$ cat config.mk
export PLATFORM = sky130hd
export DESIGN_NAME = sram_port_arbiter
export DESIGN_NICKNAME = d
export VERILOG_FILES = /design/src/rtl/sram_port_arbiter_pkg.sv /design/src/rtl/arb_rdata_hold.sv /design/src/rtl/sram_port_arbiter.sv
export SDC_FILE = /design/constraint.sdc
export NUM_CORES = 1
export LEC_CHECK = 0
export ABC_AREA = 1
export BUFFER_PORTS_ARGS = -buffer_cell sky130_fd_sc_hd__buf_2
export CORE_MARGIN = 8
export CORE_UTILIZATION = 35
export DETAILED_ROUTE_END_ITERATION = 6
export HOLD_SLACK_MARGIN = 0.06
export PLACE_DENSITY = 0.72
export SLEW_MARGIN = 10
export SYNTH_ARGS = -nofsm -noshare
export SYNTH_HDL_FRONTEND = slang
export SYNTH_SLANG_ARGS = --single-unit
$ cat constraint.sdc
create_clock -name clk -period 1.58 [get_ports clk]
set_input_delay 0.395 -clock clk [delete_from_list [all_inputs] [get_ports clk]]
set_output_delay 0.395 -clock clk [all_outputs]
set_load 0.1 [all_outputs]
$ cat src/rtl/sram_port_arbiter_pkg.sv
// Shared owner encodings, lane count and request-bundle width for the SRAM port arbiter.
`ifndef SRAM_PORT_ARBITER_PKG_SV
`define SRAM_PORT_ARBITER_PKG_SV

// Packed request bundle {req, wen, addr, wdata}
`define ARB_REQ_W(aw, dw) (1 + 4 + (aw) + (dw))

package sram_port_arbiter_pkg;

   localparam int ARB_LANES = 4;

   typedef enum logic [1:0] {
      ARB_IDLE = 2'b00,
      ARB_RD_I = 2'b01,
      ARB_RD_D = 2'b10
   } arb_owner_e;

endpackage

`endif

$ cat src/rtl/arb_rdata_hold.sv
// Per-requester read-return register: pulses rvalid and passes sram data through on the
// return cycle, then holds it until that requester's next read returns.
module arb_rdata_hold #(
   parameter int DATA_W = 32
) (
   input  logic              clk,
   input  logic              rst,
   input  logic              cap_i,
   input  logic [DATA_W-1:0] sram_rdata_i,
   output logic              rvalid_o,
   output logic [DATA_W-1:0] rdata_o
);

   logic [DATA_W-1:0] data_q;
   logic [DATA_W-1:0] data_d;

   // NOTE: default assignment first so the hold path never infers a latch.
   always_comb begin
      data_d = data_q;
      if (cap_i) data_d = sram_rdata_i;
   end

   // NOTE: non-blocking in clocked logic; reset is synchronous and clears the held data.
   always_ff @(posedge clk) begin
      if (rst) data_q <= '0;
      else     data_q <= data_d;
   end

   // Gated by rst so the return discarded by a mid-read reset never shows on the outputs.
   assign rvalid_o = cap_i & ~rst;
   assign rdata_o  = rst ? '0 : data_d;

endmodule

$ cat src/rtl/sram_port_arbiter.sv
// Fixed-priority (D over I) arbiter sharing one single-port SRAM between fetch and load/store.
// Build option: ARB_STARVE_GUARD_EN lets I win after STARVE_LIMIT consecutive contended D grants.
module sram_port_arbiter
   import sram_port_arbiter_pkg::*;
#(
   parameter int ADDR_W       = 32,
   parameter int DATA_W       = 32,
   parameter int STARVE_LIMIT = 4
) (
   input  logic                 clk,
   input  logic                 rst,
   input  logic                 i_req,
   input  logic [ADDR_W-1:0]    i_addr,
   output logic                 i_gnt,
   output logic                 i_rvalid,
   output logic [DATA_W-1:0]    i_rdata,
   output logic                 i_stall_req,
   input  logic                 d_req,
   input  logic [ARB_LANES-1:0] d_wen,
   input  logic [ADDR_W-1:0]    d_addr,
   input  logic [DATA_W-1:0]    d_wdata,
   output logic                 d_gnt,
   output logic                 d_rvalid,
   output logic [DATA_W-1:0]    d_rdata,
   output logic                 sram_en,
   output logic [ARB_LANES-1:0] sram_wen,
   output logic [ADDR_W-1:0]    sram_addr,
   output logic [DATA_W-1:0]    sram_wdata,
   input  logic [DATA_W-1:0]    sram_rdata
);

   localparam int REQ_W = `ARB_REQ_W(ADDR_W, DATA_W);

   if (DATA_W != 32 || STARVE_LIMIT < 1) begin : g_bad_cfg
      $error("sram_port_arbiter: DATA_W must be 32 and STARVE_LIMIT at least 1");
   end

   arb_owner_e       owner_q;
   logic             d_win;
   logic             i_win;
   logic             force_i;
   logic [REQ_W-1:0] d_bundle;
   logic [REQ_W-1:0] i_bundle;
   logic [REQ_W-1:0] win_bundle;

`ifdef ARB_STARVE_GUARD_EN
   localparam int CNT_W = $clog2(STARVE_LIMIT + 1);
   logic [CNT_W-1:0] starve_q;

   assign force_i = i_req && (starve_q == CNT_W'(STARVE_LIMIT));

   // Saturates at the limit; any I grant restarts the count
   always_ff @(posedge clk) begin
      if (rst || i_win)
         starve_q <= '0;
      else if (d_win && i_req && starve_q != CNT_W'(STARVE_LIMIT))
         starve_q <= starve_q + 1'b1;
   end
`else
   assign force_i = 1'b0;
`endif

   always_comb begin
      d_win = 1'b0;
      i_win = 1'b0;
      if (!rst) begin
         if (d_req && !force_i) d_win = 1'b1;
         else if (i_req)        i_win = 1'b1;
      end
   end

   assign d_bundle   = {d_req, d_wen, d_addr, d_wdata};
   assign i_bundle   = {i_req, {ARB_LANES{1'b0}}, i_addr, {DATA_W{1'b0}}};
   assign win_bundle = d_win ? d_bundle : (i_win ? i_bundle : '0);

   // The winner's req bit lands in sram_en, so it is exactly the OR of the grants
   assign {sram_en, sram_wen, sram_addr, sram_wdata} = win_bundle;

   assign d_gnt       = d_win;
   assign i_gnt       = i_win;
   assign i_stall_req = i_req & ~i_win & ~rst;

   always_ff @(posedge clk) begin
      if (rst)                        owner_q <= ARB_IDLE;
      else if (d_win && d_wen == '0)  owner_q <= ARB_RD_D;
      else if (i_win)                 owner_q <= ARB_RD_I;
      else                            owner_q <= ARB_IDLE;
   end

   arb_rdata_hold #(.DATA_W(DATA_W)) u_hold_i (
      .clk          (clk),
      .rst          (rst),
      .cap_i        (owner_q == ARB_RD_I),
      .sram_rdata_i (sram_rdata),
      .rvalid_o     (i_rvalid),
      .rdata_o      (i_rdata)
   );

   arb_rdata_hold #(.DATA_W(DATA_W)) u_hold_d (
      .clk          (clk),
      .rst          (rst),
      .cap_i        (owner_q == ARB_RD_D),
      .sram_rdata_i (sram_rdata),
      .rvalid_o     (d_rvalid),
      .rdata_o      (d_rdata)
   );

endmodule

==> out/results.tsv, run 1 <==
metric	value	unit
CTS Root Cell	clkbuf_8	
status	did not finish	
area of the mapped netlist	3526	µm²
CTS H-tree lvls	3	
Num CTS Buffers	9	
CTS max path bufs	2	
io pins	274	
yosys warns	0	
setup bufs post-CTS	20	
Buffers on Ports	273	
post-cts sizing count	245	
Seq/Total Area, Yosys	0.3747	
Exit stage	clock tree synthesis	
Die Wd	116.4	µm
Initial Util	0.3607	
Error	[ERROR DPL-0038] Utilization greater than 100%, impossible to legalize	
Post-DP HPWL	16420	µm
Mapped Nets	718	
Mapped Avg Cell Area	6.058	µm²
Placer Congestion	0.8767	
Yosys reg bits	66	
Cell variety after synth	15	
CTS Hold Bufs	0	
clk sinks	66	
Die Y	116.4	µm
Syn Inst Count	582	
row count	36	
-- logic make-up after synthesis --
| group | after synthesis | share of synthesized area |
|---|---|---|
| buf+inv | 116 | 0.1537 |
| simple gates | 400 | 0.4716 |
| flops | 66 | 0.3747 |
-- stage by stage --
stage               cells    util  area [µm²]  worst slack (ps)  setup TNS [ps]
floorplan             582       -        4686            -712.6          -24510
global placement      979  0.8559        8366            -208.6          -13110
detailed placement    979  0.8559        8366            -257.3          -17650
-- Yosys cell counts --
| library cell | instances | area (µm²) |
|---|---|---|
| buf_2 | 27 | 135.1 |
| buf_4 | 6 | 45.04 |
| buf_6 | 6 | 67.56 |
| clkbuf_1 | 2 | 7.510 |
| dfxtp_1 | 66 | 1321 |
| inv_1 | 71 | 266.5 |
| inv_2 | 2 | 7.510 |
| inv_4 | 2 | 12.51 |
| nand2_1 | 130 | 488.0 |
| nand2_2 | 1 | 6.260 |
| nand3_1 | 97 | 485.5 |
| nor2_1 | 167 | 626.9 |
| nor2_2 | 1 | 6.260 |
| nor2_8 | 2 | 40.04 |
| nor3_1 | 2 | 10.01 |
==> run 2, diff against run 1 <==
--- a/config.mk
+++ b/config.mk
@@ -8,10 +8,9 @@
 export ABC_AREA = 1
 export BUFFER_PORTS_ARGS = -buffer_cell sky130_fd_sc_hd__buf_2
 export CORE_MARGIN = 8
-export CORE_UTILIZATION = 35
+export CORE_UTILIZATION = 20
 export DETAILED_ROUTE_END_ITERATION = 6
-export HOLD_SLACK_MARGIN = 0.06
-export PLACE_DENSITY = 0.72
+export PLACE_DENSITY_LB_ADDON = 0.15
 export SLEW_MARGIN = 10
 export SYNTH_ARGS = -nofsm -noshare
 export SYNTH_HDL_FRONTEND = slang
==> run 2 against run 1 <==
The flow now finishes, with violations (setup timing). Synthesized cell count did not move. Area after synthesis did not move.
==> out/results.tsv, run 2 <==
metric	value	unit	change
status	finished, violations left		
failing checks	setup timing		
final setup vio count	130		
Post-DP HPWL	14300	µm	-13%
unrepaired setup endpoints after global routing	true		
hold_sp	d_wen[2]		
Yosys reg bits	66		unchanged
Pleak	4.370	nW	
Routed WL	18990	µm	
fin crit period	1982	ps	
Mapped Nets	718		unchanged
CTS max path bufs	2		unchanged
Die Wd	148.8	µm	+28%
top-count cell post-synth	nor2_1		
io pins	274		unchanged
global-route wire length before repair	29720	µm	
final worst-path setup slack	-402.4	ps	
Cell Int Power	0.004066	W	
core area	17300	µm²	
WL per Instance	16.82	µm	
Worst Hold Class	primary input to register		
Initial DRT Pass Iterations	4		
fin crit share	1.255		
commonest non-fill, non-tap cell in the layout	buf_12		
Worst EP required	1180	ps	
Die Area	22130	µm²	
clock share of power	0.292		
Reg clk slew, reported paths	60	ps	
Design Area, Final	10450	µm²	
Setup Crit Path Kind	register to output port		
number of global-route vias before repair	5326		
CTS Root Cell	clkbuf_16		
Num CTS Buffers	9		unchanged
highest-count cells in the layout ignoring fill and taps	168 x buf_12, 133 x buf_2, 111 x nor2_4, 70 x inv_1, 64 x dfxtp_1		
CTS tree	done		
Die Y	148.8	µm	+28%
WP data arrival	1590	ps	
clk sinks	66		unchanged
Seq/Total Area, Yosys	0.3747		unchanged
Hold WS	317.6	ps	
final-report hold violation count	0		
Commonest cells post-synth	167 x nor2_1, 130 x nand2_1, 97 x nand3_1		
Peak VDD IR	653.0	µV	
initial antenna violation count	1		
Initial Util	0.2038		-0.1569
synth top area cells	dfxtp_1 37%, nor2_1 18%, nand2_1 14%		
relative slew slack	0.7946		
Slew @ Worst Pin	308.1	ps	
Critical Path Fanout Max	7		
area of the mapped netlist	3526	µm²	unchanged
Total GRT Usage	0.1723		
reg2reg start	owner_q[1]		
DRT antenna net count	0		
MaxCap Viol Count	0		
switching power share of the total	0.3978		
fmax	0.5044	GHz	
yosys warns	0		unchanged
ys flop type	dfxtp_1		
largest registers	u_hold_d.data_q: 32 flops, u_hold_i.data_q: 32 flops, owner_q: 2 flops		
final core utilization	0.6043		
area delta synth->final	196.5	%	
CTS H-tree lvls	3		unchanged
Mapped Avg Cell Area	6.058	µm²	unchanged
dpl cell area	8571	µm²	+2.5%
CP Launch Point	owner_q[1]		
DRC violation count after routing	0		
vias after detailed routing	4811		
Cell variety after synth	15		unchanged
# nets final	1034		
Post-synth ARST share	0		unchanged
Placer Congestion	0.8135		-7.2%
part of the power in registers	0.258		
DR vias/cell	4.261		
clk_skew	8.062	ps	
Startpoint Class	register		
Syn Inst Count	582		unchanged
Pwr Density	645.9	nW/µm²	
sw power	0.002686	W	
Final Slew Violations	0		
Post-synth EDFFs	0		unchanged
largest net degree at the start of global routing	55		
layout cells sized above 1	0.6988		
Synth top area share	0.3747		unchanged
top cell type by total area after synthesis	dfxtp_1		
Buffers on Ports	273		unchanged
CP endpoint kind	output port		
setup_tns	-31310	ps	
Gate power share	0.450		
row count	48		+33%
Overflow after GRT	0		
Skew-Pair Late Insertion Delay	330	ps	
initial DRC count	108		
pre-CTS WS	-262.6	ps	-5.323 ps
run 2: cells by family (layout without fill, tap and decap cells):
logic type	Yosys count	after routing	synth area share
other	0	1	0
buffers and inverters	116	437	0.1537
AND/OR/NAND/NOR	400	400	0.4716
flip-flops	66	66	0.3747
run 2: area by class of cell:
type / count / area [µm²]
Clock inverter: 4 / 51.30
Timing Repair Buffer: 346 / 4584
Antenna cell: 1 / 2.502
Clock buffer: 12 / 236.5
Fill cell: 1402 / 6844
Multi-Input combinational cell: 400 / 3642
Inverter: 75 / 325.3
Sequential cell: 66 / 1329
Tap cell: 225 / 281.5
run 2: through the flow:
| stage | total power (W) | std cells |
|---|---|---|
| after global placement | 0.004439 | 1078 |
| after CTS | 0.006765 | 1127 |
| after global routing | 0.006997 | 1129 |
| after detailed placement | 0.004450 | 1078 |
| after floorplan | 0.003451 | 582 |
| final | 0.006752 | 1129 |
run 2: critical path, cell delays in order (launching register included):
cell and delay (ps):
dfxtp_4 370, buf_6 130, nor2_8 140, buf_12 130, buf_16 130, nor2_2 50
nor2_4 120, buf_12 190
run 2: worst paths after layout:
kind	depth (start not counted)	to	slack [ps]
setup / recovery	7	i_rdata[25]	-400
hold / removal	4	owner_q[1]	320
setup reg to reg	8	u_hold_i.data_q[21]	260
hold reg to reg	2	u_hold_i.data_q[24]	510
run 2: power groups by stage:
stage | sequential, W | clock, W | combinational, W
floorplan | 0.00177 | 0 | 0.00168
global placement | 0.00177 | 0 | 0.00266
detailed placement | 0.00178 | 0 | 0.00267
CTS | 0.00174 | 0.00203 | 0.00299
global route | 0.00175 | 0.00209 | 0.00316
finish | 0.00174 | 0.00197 | 0.00304
run 2: layer usage:
metal / track usage / vias to the layer above / wire [µm]
li1: - / 2397 / -
met1: 0.1654 / 2208 / 6312
met2: 0.3182 / 185 / 10310
met3: 0.08101 / 21 / 1967
met4: 0.05755 / 0 / 399
met5: 0 / - / 0
run 2: timing repair:
action	in CTS	in global routing
cloned	9	1
setup buffers	24	4
resized for setup	180	81
setup endpoints to repair	138	131
pin swaps	57	38
hold buffers	0	0
(Power assumes the default switching activity.)
==> run 3, diff against run 2 <==
--- a/config.mk
+++ b/config.mk
@@ -7,8 +7,10 @@
 export LEC_CHECK = 0
 export ABC_AREA = 1
 export BUFFER_PORTS_ARGS = -buffer_cell sky130_fd_sc_hd__buf_2
+export CAP_MARGIN = 20
 export CORE_MARGIN = 8
 export CORE_UTILIZATION = 20
+export CTS_BUF_LIST = sky130_fd_sc_hd__clkbuf_16
 export DETAILED_ROUTE_END_ITERATION = 6
 export PLACE_DENSITY_LB_ADDON = 0.15
 export SLEW_MARGIN = 10
==> run 3 against run 2 <==
The run still ends with setup timing left. Critical path depth decreased by 1. Utilization unchanged. Clock power about the same. Final area unchanged. Critical path type unchanged.
==> out/results.tsv, run 3 (same netlist as run 2, synthesis figures left out) <==
metric	value	unit	change
row count	48		unchanged
final-report hold violation count	0		unchanged
Final Slew Violations	0		unchanged
Num CTS Buffers	9		unchanged
Post-DP HPWL	14300	µm	unchanged
DRT antenna net count	0		unchanged
Design Area, Final	10450	µm²	unchanged
highest-count cells in the layout ignoring fill and taps	168 x buf_12, 133 x buf_2, 111 x nor2_4, 73 x inv_1, 64 x dfxtp_1		
Placer Congestion	0.8135		unchanged
vias after detailed routing	4813		+0.042%
Pwr Density	644.2	nW/µm²	-0.26%
final setup vio count	130		unchanged
Slew @ Worst Pin	303.9	ps	-4.161 ps
Die Y	148.8	µm	unchanged
io pins	274		unchanged
CTS tree	done		
largest net degree at the start of global routing	55		unchanged
Overflow after GRT	0		unchanged
Die Wd	148.8	µm	unchanged
crit-path most repeated cell	buf_12		
R2R cell count	8		unchanged
R2R setup slack	260	ps	about the same
Cell Int Power	0.004046	W	-0.48%
failing checks	setup timing		
Routed WL	18990	µm	about the same
core area	17300	µm²	unchanged
Initial Util	0.2038		unchanged
final worst-path setup slack	-402.7	ps	-0.2190 ps
global-route wire length before repair	29720	µm	unchanged
Die Area	22130	µm²	unchanged
status	finished, violations left		
CP Launch Point	owner_q[0]		
number of global-route vias before repair	5326		unchanged
CTS Hold Bufs	0		unchanged
Initial DRT Pass Iterations	4		unchanged
Worst Setup EP	d_rdata[27]		
area delta synth->final	196.5	%	unchanged
Critical Path Fanout Max	12		+5
reg2reg start	owner_q[1]		
switching power share of the total	0.3991		+0.001332
Gate power share	0.451		about the same
Worst Hold Class	primary input to register		
DR vias/cell	4.263		about the same
Fillers	1402		unchanged
FF/Latch Area	1329	µm²	unchanged
max incr delay on CP	380	ps	about the same
multi-input logic area	3642	µm²	unchanged
initial antenna violation count	1		unchanged
# nets final	1034		unchanged
CTS Root Cell	clkbuf_16		
CP endpoint kind	output port		
Total GRT Usage	0.1723		unchanged
Setup Crit Path Kind	register to output port		
clk sinks	66		unchanged
MaxCap Viol Count	0		unchanged
clk_skew	7.997	ps	-0.06439 ps
clock share of power	0.290		-0.002
FF-to-FF End	u_hold_i.data_q[21]		
part of the power in registers	0.259		about the same
largest registers	u_hold_d.data_q: 32 flops, u_hold_i.data_q: 32 flops, owner_q: 2 flops		
initial DRC count	109		+0.93%
Skew-Pair Late Insertion Delay	330	ps	about the same
fmax	0.5044	GHz	about the same
fin crit share	1.255		about the same
Pleak	4.383	nW	+0.28%
sw power	0.002687	W	about the same
CP cell instances	buf_12 -> nor2_8 -> buf_12 -> nor2_1 -> nor2_4 -> buf_12		
Reg clk slew, reported paths	60	ps	about the same
Worst EP required	1180	ps	about the same
relative slew slack	0.7974		+0.002774
CTS H-tree lvls	3		unchanged
DRC violation count after routing	0		unchanged
Peak VDD IR	650.8	µV	-0.34%
Hold WS	317.1	ps	-0.5040 ps
unrepaired setup endpoints after global routing	true		
WP data arrival	1590	ps	about the same
layout cells sized above 1	0.6988		unchanged
Buffers on Ports	273		unchanged
dpl cell area	8571	µm²	unchanged
slowest CP cell	dfxtp_4		
commonest non-fill, non-tap cell in the layout	buf_12		
CTS max path bufs	2		unchanged
fin crit period	1983	ps	+0.2190 ps
WL per Instance	16.82	µm	about the same
Startpoint Class	register		
## run 3: changes by cell type in the layout (fill, tap and decap cells not counted)
cell,previous run,this run
inv_1,70,73
clkbuf_1,3,0
## run 3: worst min path at each step
stage                           to  cells past startpoint                start
3_3_place_gp   u_hold_d.data_q[18]                      2  u_hold_d.data_q[18]
5_1_grt                 owner_q[1]                      4             d_wen[3]
4_1_cts                 owner_q[1]                      4             d_wen[3]
2_1_floorplan           owner_q[1]                      3             d_wen[2]
6_report                owner_q[1]                      4             d_wen[2]
3_5_place_dp    u_hold_i.data_q[6]                      2   u_hold_i.data_q[6]
## run 3: per-layer routing
layer  vias to the layer above  routed length (µm)  GRT usage
li1                       2396                   -          -
met3                        21                1985    0.08101
met5                         -                   0          0
met2                       187               10310     0.3182
met1                      2209                6291     0.1654
met4                         0                 399    0.05755
## run 3: worst max-delay path, delay by kind of cell, from the launching register on
family | cells | cell delay [ps]
buffers and inverters | 3 | 490
and+or+nand+nor | 3 | 380
DFF | 1 | 380
## run 3: per-stage QoR
stage	TNS (ps)	worst slack (ps)	total power, W	cells	util
final	-31340	-402.7	0.006734	1129	0.6043
after global routing	-37170	-477.7	0.006979	1129	0.6043
after CTS	-33010	-416.6	0.006746	1127	0.5841
after detailed placement	-21330	-262.6	0.004450	1078	0.4955
after global placement	-19350	-235.5	0.004439	1078	0.4955
after floorplan	-24510	-712.6	0.003451	582	-
## run 3: timing repair
action / in CTS / in global routing
gates resized for setup: 180 / 81
cloned: 9 / 1
setup endpoints to repair: 138 / 131
setup buffers: 24 / 4
pin swaps: 57 / 38
## run 3: final cells by class
type,instances,share of cell area
timing repair buffer,346,0.4386
multi-input combinational,400,0.3485
sequential,66,0.1271
inverter,75,0.03112
tap,225,0.02693
clock buffer,9,0.02155
clock inverter,7,0.005985
antenna,1,0.0002394
## run 3: power by group through the flow
stage / Sequential, W / Clock, W / Combinational, W
after floorplan: 0.00177 / 0 / 0.00168
after global placement: 0.00177 / 0 / 0.00266
after detailed placement: 0.00178 / 0 / 0.00267
after CTS: 0.00174 / 0.00201 / 0.00299
after global routing: 0.00175 / 0.00207 / 0.00316
final: 0.00174 / 0.00195 / 0.00304
